==> src/rtl/data_mem_controller.sv <==
// data_mem_controller: MEM-stage load/store sequencer with lane steering, load extension and address-error detection.
module data_mem_controller (
    input  logic        clock,
    input  logic        reset,
    input  logic        MemRead,
    input  logic        MemWrite,
    input  logic        MemByte,
    input  logic        MemHalf,
    input  logic        MemSignExtend,
    input  logic [31:0] Address,
    input  logic [31:0] DataIn,
    input  logic        M_Exception_Flush,
    input  logic        IF_Stall,
    input  logic [31:0] DataMem_In,
    input  logic        DataMem_Ready,
    output logic        DataMem_Read,
    output logic [3:0]  DataMem_Write,
    output logic [29:0] DataMem_Address,
    output logic [31:0] DataMem_Out,
    output logic [31:0] DataOut,
    output logic        M_Stall_Controller,
    output logic        EXC_AdEL,
    output logic        EXC_AdES
);
    typedef enum logic [1:0] {IDLE, ACCESS, DONE} state_t;
    state_t state, state_next;
    logic        is_byte, aligned, req_valid, in_access, load_done;
    logic [3:0]  req_we;
    logic [31:0] req_wdata, load_data;
    logic [15:0] load_half;
    logic [7:0]  load_byte;
    logic        lat_rd, lat_byte, lat_half, lat_se;
    logic [3:0]  lat_we;
    logic [1:0]  lat_off, cur_off;
    logic [29:0] lat_addr;
    logic [31:0] lat_wdata;
    logic        cur_byte, cur_half, cur_se;

    assign is_byte   = MemByte & ~MemHalf;
    assign aligned   = MemHalf ? ~Address[0] : (is_byte | (Address[1:0] == 2'b00));
    assign req_valid = (MemRead | MemWrite) & ~M_Exception_Flush & aligned;
    assign EXC_AdEL  = MemRead & ~aligned;
    assign EXC_AdES  = MemWrite & ~MemRead & ~aligned;
    assign req_we    = MemRead ? 4'b0000 : is_byte ? 4'b0001 << Address[1:0] :
                       MemHalf ? (Address[1] ? 4'b1100 : 4'b0011) : 4'b1111;
    assign req_wdata = is_byte ? {4{DataIn[7:0]}} : MemHalf ? {2{DataIn[15:0]}} : DataIn;

    // While waiting in ACCESS the bus is driven from the captured request so it stays stable.
    assign in_access       = state == ACCESS;
    assign DataMem_Address = in_access ? lat_addr : Address[31:2];
    assign DataMem_Out     = in_access ? lat_wdata : req_wdata;
    assign cur_off         = in_access ? lat_off : Address[1:0];
    assign cur_byte        = in_access ? lat_byte : is_byte;
    assign cur_half        = in_access ? lat_half : MemHalf;
    assign cur_se          = in_access ? lat_se : MemSignExtend;

    assign load_byte = DataMem_In[{cur_off, 3'b000} +: 8];
    assign load_half = cur_off[1] ? DataMem_In[31:16] : DataMem_In[15:0];
    assign load_data = cur_byte ? {{24{cur_se & load_byte[7]}}, load_byte} :
                       cur_half ? {{16{cur_se & load_half[15]}}, load_half} : DataMem_In;
    // The read strobe is only high in an accepting state, so it also qualifies Ready.
    assign load_done = DataMem_Ready & DataMem_Read;

    always_comb begin
        state_next         = state;
        DataMem_Read       = 1'b0;
        DataMem_Write      = 4'b0000;
        M_Stall_Controller = 1'b0;
        case (state)
            IDLE: if (req_valid) begin
                DataMem_Read       = MemRead;
                DataMem_Write      = req_we;
                M_Stall_Controller = 1'b1;
                state_next         = DataMem_Ready ? DONE : ACCESS;
            end
            ACCESS: begin
                DataMem_Read       = lat_rd;
                DataMem_Write      = lat_we;
                M_Stall_Controller = 1'b1;
                state_next         = DataMem_Ready ? DONE : ACCESS;
            end
            DONE:    state_next = IF_Stall ? DONE : IDLE;
            default: state_next = IDLE;
        endcase
    end

    always_ff @(posedge clock) begin
        if (reset) begin
            state     <= IDLE;
            DataOut   <= 32'd0;
            lat_rd    <= 1'b0;
            lat_we    <= 4'b0000;
            lat_addr  <= 30'd0;
            lat_wdata <= 32'd0;
            lat_off   <= 2'b00;
            lat_byte  <= 1'b0;
            lat_half  <= 1'b0;
            lat_se    <= 1'b0;
        end else begin
            state <= state_next;
            if (state == IDLE && req_valid) begin
                lat_rd    <= MemRead;
                lat_we    <= req_we;
                lat_addr  <= Address[31:2];
                lat_wdata <= req_wdata;
                lat_off   <= Address[1:0];
                lat_byte  <= is_byte;
                lat_half  <= MemHalf;
                lat_se    <= MemSignExtend;
            end
            if (load_done) DataOut <= load_data;
        end
    end
endmodule

==> config.mk <==
export PLATFORM = sky130hd
export DESIGN_NAME = data_mem_controller
export DESIGN_NICKNAME = d
export VERILOG_FILES = /design/src/rtl/data_mem_controller.sv
export SDC_FILE = /design/constraint.sdc
export NUM_CORES = 1
export LEC_CHECK = 0
export CELL_PAD_IN_SITES_DETAIL_PLACEMENT = 2
export CELL_PAD_IN_SITES_GLOBAL_PLACEMENT = 2
export CORE_MARGIN = 5
export CORE_UTILIZATION = 26
export CTS_BUF_LIST = sky130_fd_sc_hd__clkbuf_16
export CTS_CLUSTER_SIZE = 14
export DETAILED_ROUTE_END_ITERATION = 7
export GPL_TIMING_DRIVEN = 0
export PLACE_DENSITY_LB_ADDON = 0.15
export SYNTH_ARGS = -nofsm -noshare
export SYNTH_HDL_FRONTEND = slang
export SYNTH_SLANG_ARGS = --single-unit
==> constraint.sdc <==
create_clock -name clock -period 4.7 [get_ports clock]
set_input_delay 0.94 -clock clock [delete_from_list [all_inputs] [get_ports clock]]
set_output_delay 0.94 -clock clock [all_outputs]
set_load 0.005 [all_outputs]
==> results of run 1 <==
==> flip-flops by register name, indices dropped and copies added, names as in the netlist, 2 cells and up <==
signal     flops
lat_we         4
state          2
lat_addr      30
lat_off        2
DataOut       32
lat_wdata     32
==> layer usage <==
layer | GRT usage (%) | up-vias | wire length [µm]
met5 | 0 | - | 40
met1 | 27.5 | 3278 | 13000
met3 | 4.49 | 25 | 1190
li1 | - | 3263 | -
met2 | 33.9 | 133 | 12700
met4 | 4.00 | 8 | 352
==> final timing paths <==
path           startpoint                to  slack (ns)  cells past startpoint
min reg2reg  lat_addr[22]      lat_addr[22]        0.46                      2
max reg2reg      state[1]        DataOut[4]        2.41                      8
min          lat_addr[22]      lat_addr[22]        0.46                      2
max            Address[1]  DataMem_Write[2]        0.19                     10
==> worst max-delay path, delay by kind of cell <==
kind,cells,cell delay [ns]
and+or+nand+nor,3,0.53
AOI/OAI and AO/OA,2,0.42
buffers and inverters,5,1.69
==> cells by family after synthesis <==
kind of cell	count (synthesis)	share of synthesized area (%)
AOI/OAI and AO/OA	233	24.3
buffers and inverters	91	7.02
DFF	106	35.4
muxes	38	7.23
and+or+nand+nor	366	26.0
==> cell usage in the layout, fill, tap and decap left out, types with 4 or more instances in the layout <==
| cell | instances |
|---|---|
| o211ai_1 | 10 |
| and2_1 | 26 |
| dfxtp_1 | 106 |
| a31oi_1 | 16 |
| mux2_2 | 8 |
| a211oi_1 | 44 |
| buf_6 | 5 |
| o21a_1 | 9 |
| clkbuf_16 | 9 |
| nand2_1 | 247 |
| a21oi_1 | 82 |
| a311oi_1 | 4 |
| clkdlybuf4s50_1 | 206 |
| clkbuf_1 | 45 |
| nor3b_1 | 8 |
| nand3_1 | 7 |
| inv_1 | 19 |
| nand2b_1 | 4 |
| a311oi_2 | 4 |
| mux2i_1 | 25 |
| a31o_2 | 7 |
| o21ai_0 | 49 |
| nor2_1 | 61 |
| buf_2 | 15 |
==> power groups by stage <==
stage / registers [mW] / logic [mW] / clock network (mW)
2_1_floorplan: 0.984 / 0.263 / 0
3_3_place_gp: 0.987 / 0.585 / 0
3_5_place_dp: 0.990 / 0.595 / 0
4_1_cts: 0.969 / 0.599 / 0.791
5_1_grt: 0.974 / 0.645 / 0.818
6_report: 0.969 / 0.591 / 0.762
==> area by class of cell <==
type                    instances  area (µm²)
repair buffers                206        2060
well taps                     285         357
flip-flops and latches        106        2120
fillers                      2661       14000
inverters                      19        71.3
clock buffers                   9         225
multi-input cells             637        3450
plain buffers                  72         349
clock inverters                 7        53.8
==> stage by stage <==
stage	hold slack, ns	area, µm²	total power, mW	worst slack (ns)
6_report	0.459	8690	2.32	0.188
5_1_grt	0.478	8690	2.44	0.0332
4_1_cts	0.462	8690	2.36	0.140
3_5_place_dp	0.450	8410	1.59	0.156
3_3_place_gp	0.439	8410	1.57	0.183
2_1_floorplan	0.432	5990	1.25	1.62
==> results by group, run 1 <==
Critical path
  – CP Capture Type: primary output
  – Worst path cell trace: clkdlybuf4s50_1 -> buf_2 -> nor2b_1 -> o21ai_1 -> and3_1 -> buf_2 -> buf_2 -> nand3_1 -> a21oi_1 -> clkdlybuf4s50_1
  – Max incr delay on CP: 0.53 ns
  – Critical Path Start Type: input pin
  – Setup CP Type: in2out
  – Critical-path top delay cell: clkdlybuf4s50_1
  – Data required time at the worst endpoint: 3.76 ns
  – CP arrival: 3.57 ns
  – CP most frequent cell: buf_2
  – Critical path fanouts, max: 10

Power and ir drop
  – Comb pwr share: 25.5%
  – Clock share of power: 32.8%
  – Int Pwr: 1.60 mW
  – Pleak: 3.31 nW
  – Psw: 0.721 mW
  – Sequential Power Share: 41.7%
  – Worst-case vdd ir drop: 0.000154 V
  – Power per cell area: 267 mW/mm²
  – Sw frac: 31.1%

Placed design
  – Port Buf Inserts: 206
  – Dpl cells: 1,325
  – Final HPWL DP: 21,400 µm
  – GPL Wtd Cong: 0.804

STA
  – Clk_skew: 0.0126 ns
  – Final Critical Period: 4.51 ns
  – Endpoints failing setup: 0
  – Final hold violations: 0
  – RSZ-0062 raised after global routing: no
  – Max-slew violation count: 0
  – Slew @ Worst Pin: 0.967 ns
  – Worst rel slew slack: 35.3%
  – F_max: 0.222 GHz
  – Fin Setup TNS: 0 ns
  – Tcrit/Tclk final: 96.0%

Floorplanning
  – Ports: 208
  – Die Height: 162 µm
  – Die area: 0.0262 mm²
  – Initial Utilization: 26.5%
  – Rows: 55
  – Core area: 0.0226 mm²
  – Chip width: 162 µm

Clocking
  – Reg clk slew, reported paths: 0.08 ns
  – TritonCTS Sinks: 106
  – Max clock buf depth: 2
  – CTS tree: done
  – Root Buffer: clkbuf_16
  – H-Tree Depth: 3
  – CTS Buf Count: 9
  – Hold-fix buffers at CTS: 0
  – Postcts setup bufs: 0
  – Post_cts resized: 0
  – Clk_lat worst skew: 0.36 ns

Synthesis
  – Synth Area per Inst: 7.18 µm²
  – Distinct cells, synth: 46
  – Mapped Nets: 940
  – Cell accounting for the most synthesized area: dfxtp_1
  – Cell Area, Synth: 0.00599 mm²
  – Synth cell count leaders: nand2_1, dfxtp_1, a21oi_1
  – Post-synth EDFFs: 0
  – Yosys reg bits: 106
  – Most used DFF post-synth: dfxtp_1
  – Largest cells by area after synthesis: dfxtp_1, nand2_1, a21oi_1, a211oi_1, mux2i_1
  – Yosys warning count: 0
  – Synthesized instance count: 834
  – Count leader, synth: nand2_1
  – Sequential cell area fraction in the yosys report: 35.4%
  – Top cell type's share of synthesized area: 35.4%
  – Ys async rst share: 0%

Detailed routing
  – Vias/cell: 5.00
  – WL/cell: 20.3 µm
  – # DRC: 0
  – Iter 0 DRT Violations: 271
  – DRT antenna net count: 0
  – DR pass1 iterations: 4
  – Final wirelength: 27,200 µm
  – Vias after detailed routing: 6,707

Job
  – Maxcap violations: 0

Finish
  – Synth-to-Final Area Change: 45.0%
  – Layout Cells excl Fill: 1,341
  – Post-layout net count: 1,157
  – Layout Utilization: 38.4%
  – Share of cells above drive strength 1: 6.44%
  – N_diodes: 0

Global route
  – Initial antenna violation count: 4
  – Largest net degree at the start of global routing: 19
  – Vias in the first global route: 7,216
  – Global Route Usage Sum: 20.4%
  – Total congestion overflow: 0
  – Global-route wire length before repair: 42,100 µm

Min path
  – Worst hold path type: reg2reg

Outcome
  – Status: completed
Note: power is estimated with default switching activity, not from simulation.
==> run 2: changes to the inputs <==
PLACE_DENSITY = 0.92   (was unset)
PLACE_DENSITY_LB_ADDON = unset   (was 0.15)
==> results by group, run 2 (same netlist as run 1, synthesis figures left out) <==
Global route
  – Global Route Usage Sum: 22.1% (+1.7 points)
  – Initial antenna violation count: 5 (+1)
  – Total congestion overflow: 0 (unchanged)
  – Global-route wire length before repair: 45,800 µm (+8.8%)
  – Vias in the first global route: 7,799 (+8.1%)
  – Largest net degree at the start of global routing: 21 (+2)

Placed design
  – Final HPWL DP: 22,800 µm (+6.6%)
  – GPL Wtd Cong: 0.848 (+5.5%)
  – Placed Area: 0.00841 mm² (unchanged)
  – Port Buf Inserts: 206 (unchanged)

STA
  – Worst rel slew slack: 34.6% (-0.73 points)
  – Slew @ Worst Pin: 0.978 ns (+0.0108 ns)
  – Tcrit/Tclk final: 95.1% (-0.87 points)
  – Endpoints failing setup: 0 (unchanged)
  – Final Critical Period: 4.47 ns (-0.0410 ns)
  – F_max: 0.224 GHz (+0.92%)
  – RSZ-0062 raised after global routing: no
  – Hold slack: 0.459 ns (+0.000181 ns)
  – Final hold violations: 0 (unchanged)
  – Fin Setup TNS: 0 ns (unchanged)
  – Max-slew violation count: 0 (unchanged)
  – Clk_skew: 0.0198 ns (+0.00723 ns)

Critical path
  – Bufs and invs on worst path: 5 (unchanged)
  – Worst path cell trace: clkdlybuf4s50_1 -> buf_2 -> nor2b_1 -> o21ai_2 -> and3_1 -> buf_2 -> clkbuf_4 -> nand3_1 -> a21oi_1 -> clkdlybuf4s50_1
  – Reg2reg setup slack: 2.39 ns (-0.02 ns)
  – Reg2reg end: DataOut[20]
  – CP arrival: 3.53 ns (-0.04 ns)
  – Max incr delay on CP: 0.54 ns (about the same)
  – Critical Path Start Type: input pin
  – Setup CP Type: in2out
  – CP Launch Point: Address[1]
  – CP Capture Type: primary output
  – Largest delay share family, worst path: buffers and inverters
  – Critical-path top delay cell: clkdlybuf4s50_1
  – Critical path fanouts, max: 10 (unchanged)
  – Cells on worst reg2reg path: 8 (unchanged)
  – Reg2Reg Launch Point: state[0]
  – Data required time at the worst endpoint: 3.76 ns (about the same)

Min path
  – Hold Path Stages: 2 (unchanged)
  – Hold worst-path end: lat_addr[17]
  – Hold Startpoint: lat_addr[17]
  – Worst hold path type: reg2reg

Finish
  – Share of cells above drive strength 1: 6.72% (+0.28 points)
  – Most frequent cells in the layout: nand2_1, clkdlybuf4s50_1, dfxtp_1
  – Commonest non-fill, non-tap cell in the layout: nand2_1
  – Synth-to-Final Area Change: 45.7%
  – Layout Utilization: 38.5% (+0.18 points)
  – Largest regs: DataOut (32), lat_wdata (32), lat_addr (30)
  – Layout fillers: 2,604 (-2.1%)
  – Post-layout net count: 1,157 (unchanged)
  – Final instance area: 0.00873 mm² (+0.46%)

Detailed routing
  – Iter 0 DRT Violations: 373 (+38%)
  – DRT antenna net count: 0 (unchanged)
  – DR pass1 iterations: 5 (+1)
  – Vias/cell: 5.17 (+3.3%)
  – Vias after detailed routing: 6,957 (+3.7%)
  – # DRC: 0 (unchanged)
  – WL/cell: 22.1 µm (+8.7%)
  – Final wirelength: 29,700 µm (+9.1%)

Power and ir drop
  – Worst-case vdd ir drop: 0.000228 V (+48%)
  – Sw frac: 32.2% (+1.2 points)
  – Psw: 0.766 mW (+6.3%)
  – Sequential Power Share: 40.9% (-0.8 points)
  – Comb pwr share: 25.6% (about the same)
  – Pleak: 3.33 nW (+0.54%)
  – Power per cell area: 272 mW/mm² (+2.0%)
  – Int Pwr: 1.61 mW (+0.73%)
  – Clock share of power: 33.5% (+0.7 points)

Outcome
  – Status: completed

Clocking
  – CTS Buf Count: 9 (unchanged)
  – H-Tree Depth: 3 (unchanged)
  – Reg clk slew, reported paths: 0.07 ns (about the same)
  – Postcts setup bufs: 0 (unchanged)
  – TritonCTS Sinks: 106 (unchanged)
  – CTS tree: done
  – Clk_lat worst skew: 0.38 ns (+0.02 ns)
  – Root Buffer: clkbuf_16
  – Max clock buf depth: 2 (unchanged)

Floorplanning
  – Ports: 208 (unchanged)
  – Die Height: 162 µm (unchanged)
  – Die area: 0.0262 mm² (unchanged)
  – Rows: 55 (unchanged)
  – Initial Utilization: 26.5% (unchanged)
  – Core area: 0.0226 mm² (unchanged)
  – Chip width: 162 µm (unchanged)

Job
  – Maxcap violations: 0 (unchanged)
## run 2: cell types whose count changed in the layout (fill, tap and decap cells not counted), sizes merged
cell / previous run / this run
diode: 0 / 5
clkinv: 3 / 5
clkinvlp: 2 / 0
buf: 27 / 26
clkbuf: 54 / 55
## run 2: tightest hold or removal path, cell delays in order, from the launching register on
cell	delay, ns
dfxtp_1	0.31
nand2_1	0.05
a21oi_1	0.05
## run 2: timing repair
item	4_1_cts	5_1_grt
hold buffers	0	0
resized for setup	0	2
setup endpoints to repair	0	2
endpoints found under the hold margin	0	0
## run 2: layout make-up
cell class                      count  area [µm²]  share of cell area (%)
Multi-Input combinational cell    637        3450                    39.5
Sequential cell                   106        2120                    24.3
Timing Repair Buffer              206        2060                    23.6
Tap cell                          285         357                    4.09
Buffer                             72         352                    4.03
Clock buffer                        9         225                    2.58
Clock inverter                      7        75.1                   0.860
Inverter                           19        71.3                   0.817
Antenna cell                        5        12.5                   0.143
## run 2: metal layers
metal / wire length (µm) / up-vias / global-route usage (%)
met5: 0 / - / 0
met4: 1030 / 0 / 8.54
met3: 1370 / 63 / 4.09
met2: 14700 / 190 / 38.2
met1: 12700 / 3426 / 27.3
li1: - / 3278 / -
## run 2: through the flow
stage	cells	setup WS (ns)	total power, mW
floorplan	834	1.62	1.25
global placement	1325	0.191	1.56
detailed placement	1325	0.0928	1.59
CTS	1341	0.0704	2.39
global route	1346	0.0356	2.48
finish	1346	0.229	2.38
## run 2: power groups by stage
stage	logic, mW	registers, mW	clock network [mW]
after floorplan	0.263	0.984	0
after global placement	0.576	0.987	0
after detailed placement	0.600	0.991	0
after CTS	0.608	0.971	0.813
after global routing	0.655	0.977	0.850
final	0.609	0.972	0.797
## run 2: how the worst max path moves through the flow
stage | to | slack [ns] | cells after the start
2_1_floorplan | DataMem_Write[1] | 1.62 | 8
5_1_grt | DataMem_Write[2] | 0.04 | 10
3_5_place_dp | DataMem_Write[2] | 0.09 | 10
3_3_place_gp | DataMem_Write[2] | 0.19 | 10
6_report | DataMem_Write[2] | 0.23 | 10
4_1_cts | DataMem_Write[2] | 0.07 | 10
==> run 3: changes to the inputs <==
REMOVE_ABC_BUFFERS = 1   (was unset)
SETUP_SLACK_MARGIN = 0.3   (was unset)
==> results by group, run 3 (same netlist as run 1, synthesis figures left out) <==
Outcome
  – Status: completed

Clocking
  – H-Tree Depth: 3 (unchanged)
  – Clk_lat worst skew: 0.36 ns (-0.02 ns)
  – CTS tree: done
  – Root Buffer: clkbuf_16
  – TritonCTS Sinks: 106 (unchanged)
  – CTS Buf Count: 9 (unchanged)
  – Max clock buf depth: 2 (unchanged)
  – Reg clk slew, reported paths: 0.07 ns (about the same)

Global route
  – Global Route Usage Sum: 19.7% (-2.4 points)
  – Vias in the first global route: 7,391 (-5.2%)
  – Global-route wire length before repair: 41,500 µm (-9.3%)
  – GRT met2 Usage: 34.9% (-3.3 points)
  – Met1 Usage GRT: 23.4% (-3.9 points)
  – Largest net degree at the start of global routing: 93 (+340%)
  – Total congestion overflow: 0 (unchanged)
  – Met3 usage: 2.99% (-1.1 points)
  – Global-route layer with the greatest usage: met2
  – Initial antenna violation count: 1 (-4)

STA
  – RSZ-0062 raised after global routing: no
  – Slew @ Worst Pin: 1.21 ns (+0.236 ns)
  – Final Critical Period: 4.23 ns (-0.241 ns)
  – Max-slew violation count: 0 (unchanged)
  – Tcrit/Tclk final: 90.0% (-5.1 points)
  – Worst rel slew slack: 19.1% (-16 points)
  – F_max: 0.236 GHz (+5.7%)
  – Clk_skew: 0.0145 ns (-0.00532 ns)
  – Endpoints failing setup: 0 (unchanged)
  – Final hold violations: 0 (unchanged)

Floorplanning
  – Die area: 0.0262 mm² (unchanged)
  – Ports: 208 (unchanged)
  – Core area: 0.0226 mm² (unchanged)
  – Die Height: 162 µm (unchanged)
  – Chip width: 162 µm (unchanged)
  – Initial Utilization: 26.5% (unchanged)
  – Rows: 55 (unchanged)

Detailed routing
  – Final wirelength: 26,400 µm (-11%)
  – DRT antenna net count: 0 (unchanged)
  – Vias/cell: 5.20 (+0.61%)
  – Iter 0 DRT Violations: 237 (-36%)
  – WL/cell: 20.7 µm (-6.4%)
  – # DRC: 0 (unchanged)
  – DR pass1 iterations: 4 (-1)
  – Vias after detailed routing: 6,646 (-4.5%)

Critical path
  – Critical Path Start Type: input pin
  – CP Capture Type: primary output
  – Critical path fanouts, max: 54 (+44)
  – CP arrival: 3.29 ns (-0.24 ns)
  – Data required time at the worst endpoint: 3.76 ns (about the same)
  – Setup CP Type: in2out

Finish
  – Post-layout net count: 1,093 (-5.5%)
  – Layout Cells excl Fill: 1,278 (-5.1%)
  – Layout fillers: 2,628 (+0.92%)
  – Most frequent cells in the layout: nand2_1, clkdlybuf4s50_1, dfxtp_1
  – Commonest non-fill, non-tap cell in the layout: nand2_1
  – Largest regs: DataOut (32), lat_wdata (32), lat_addr (30)
  – Synth-to-Final Area Change: 42.5%
  – Share of cells above drive strength 1: 6.15% (-0.57 points)

Power and ir drop
  – Pleak: 3.22 nW (-3.2%)
  – Power per cell area: 269 mW/mm² (-1.1%)
  – Total Power: 2.30 mW (-3.3%)
  – Worst-case vdd ir drop: 0.000128 V (-44%)

Placed design
  – Dpl cells: 1,259 (-5.0%)
  – Final HPWL DP: 18,300 µm (-20%)
  – Port Buf Inserts: 207 (+0.49%)
  – GPL Wtd Cong: 0.774 (-8.8%)

Min path
  – Worst hold path type: reg2reg

Job
  – Maxcap violations: 0 (unchanged)
## run 3: cell count changes in the layout (fill, tap and decap cells not counted), sizes merged
cell and delta:
clkdlybuf4s18 +1, buf -18, inv +1, and3 +1, diode -4, clkdlybuf4s50 -4, clkinvlp +1, dlygate4sd2 +2
clkinv -2, clkbuf -46
## run 3: power by group
part | internal, mW | leakage [nW] | switching, mW
logic | 0.287 | 2.22 | 0.290
clock network | 0.365 | 0.134 | 0.388
registers | 0.943 | 0.863 | 0.0266
## run 3: area by class of cell
class,count,area (µm²),share of cell area (%)
multi-input combinational,638,3510,41.2
sequential,106,2120,24.9
antenna,1,2.50,0.0293
clock buffer,9,225,2.64
clock inverter,7,51.3,0.601
timing repair buffer,213,2190,25.7
inverter,19,71.3,0.836
tap,285,357,4.18
## run 3: path summary, 6_finish.rpt
check / depth (start not counted) / to / slack (ns) / from
worst min-delay path: 2 / lat_wdata[4] / 0.46 / lat_wdata[4]
worst max-delay path: 7 / DataMem_Write[2] / 0.47 / Address[0]
worst min register to register: 2 / lat_wdata[4] / 0.46 / lat_wdata[4]
worst max register to register: 5 / DataOut[10] / 1.51 / state[1]
## run 3: worst max-delay path, cell delays in order
cell and delay (ns):
dlygate4sd2_1 0.57, o21ai_4 0.40, and3_4 0.26, buf_16 0.23, nand3_1 0.15, a21oi_1 0.19, clkdlybuf4s50_1 0.53
## run 3: metrics by stage
stage	utilization, %	TNS, ns	hold WS [ns]	area [µm²]	setup slack [ns]
finish	37.7	0	0.460	8530	0.469
global route	37.7	0	0.485	8530	0.339
CTS	37.7	0	0.462	8530	0.243
detailed placement	36.3	-14.54	0.452	8230	-1.26
global placement	35.6	-188.54	0.442	8070	-3.09
floorplan	-	0	0.426	5640	0.346
## run 3: timing repair
| action | CTS | global route |
|---|---|---|
| cloned | 1 | 0 |
| pin swaps | 1 | 0 |
| gates resized for setup | 12 | 4 |
| buffers inserted | 1 | 0 |
| hold buffers | 0 | 0 |
| endpoints found under the setup margin | 33 | 4 |
## run 3: layer usage
| metal | share of wire, % | up-vias |
|---|---|---|
| met4 | 4.2 | 0 |
| li1 | - | 3147 |
| met3 | 3.3 | 58 |
| met5 | 0 | - |
| met2 | 51 | 155 |
| met1 | 42 | 3286 |
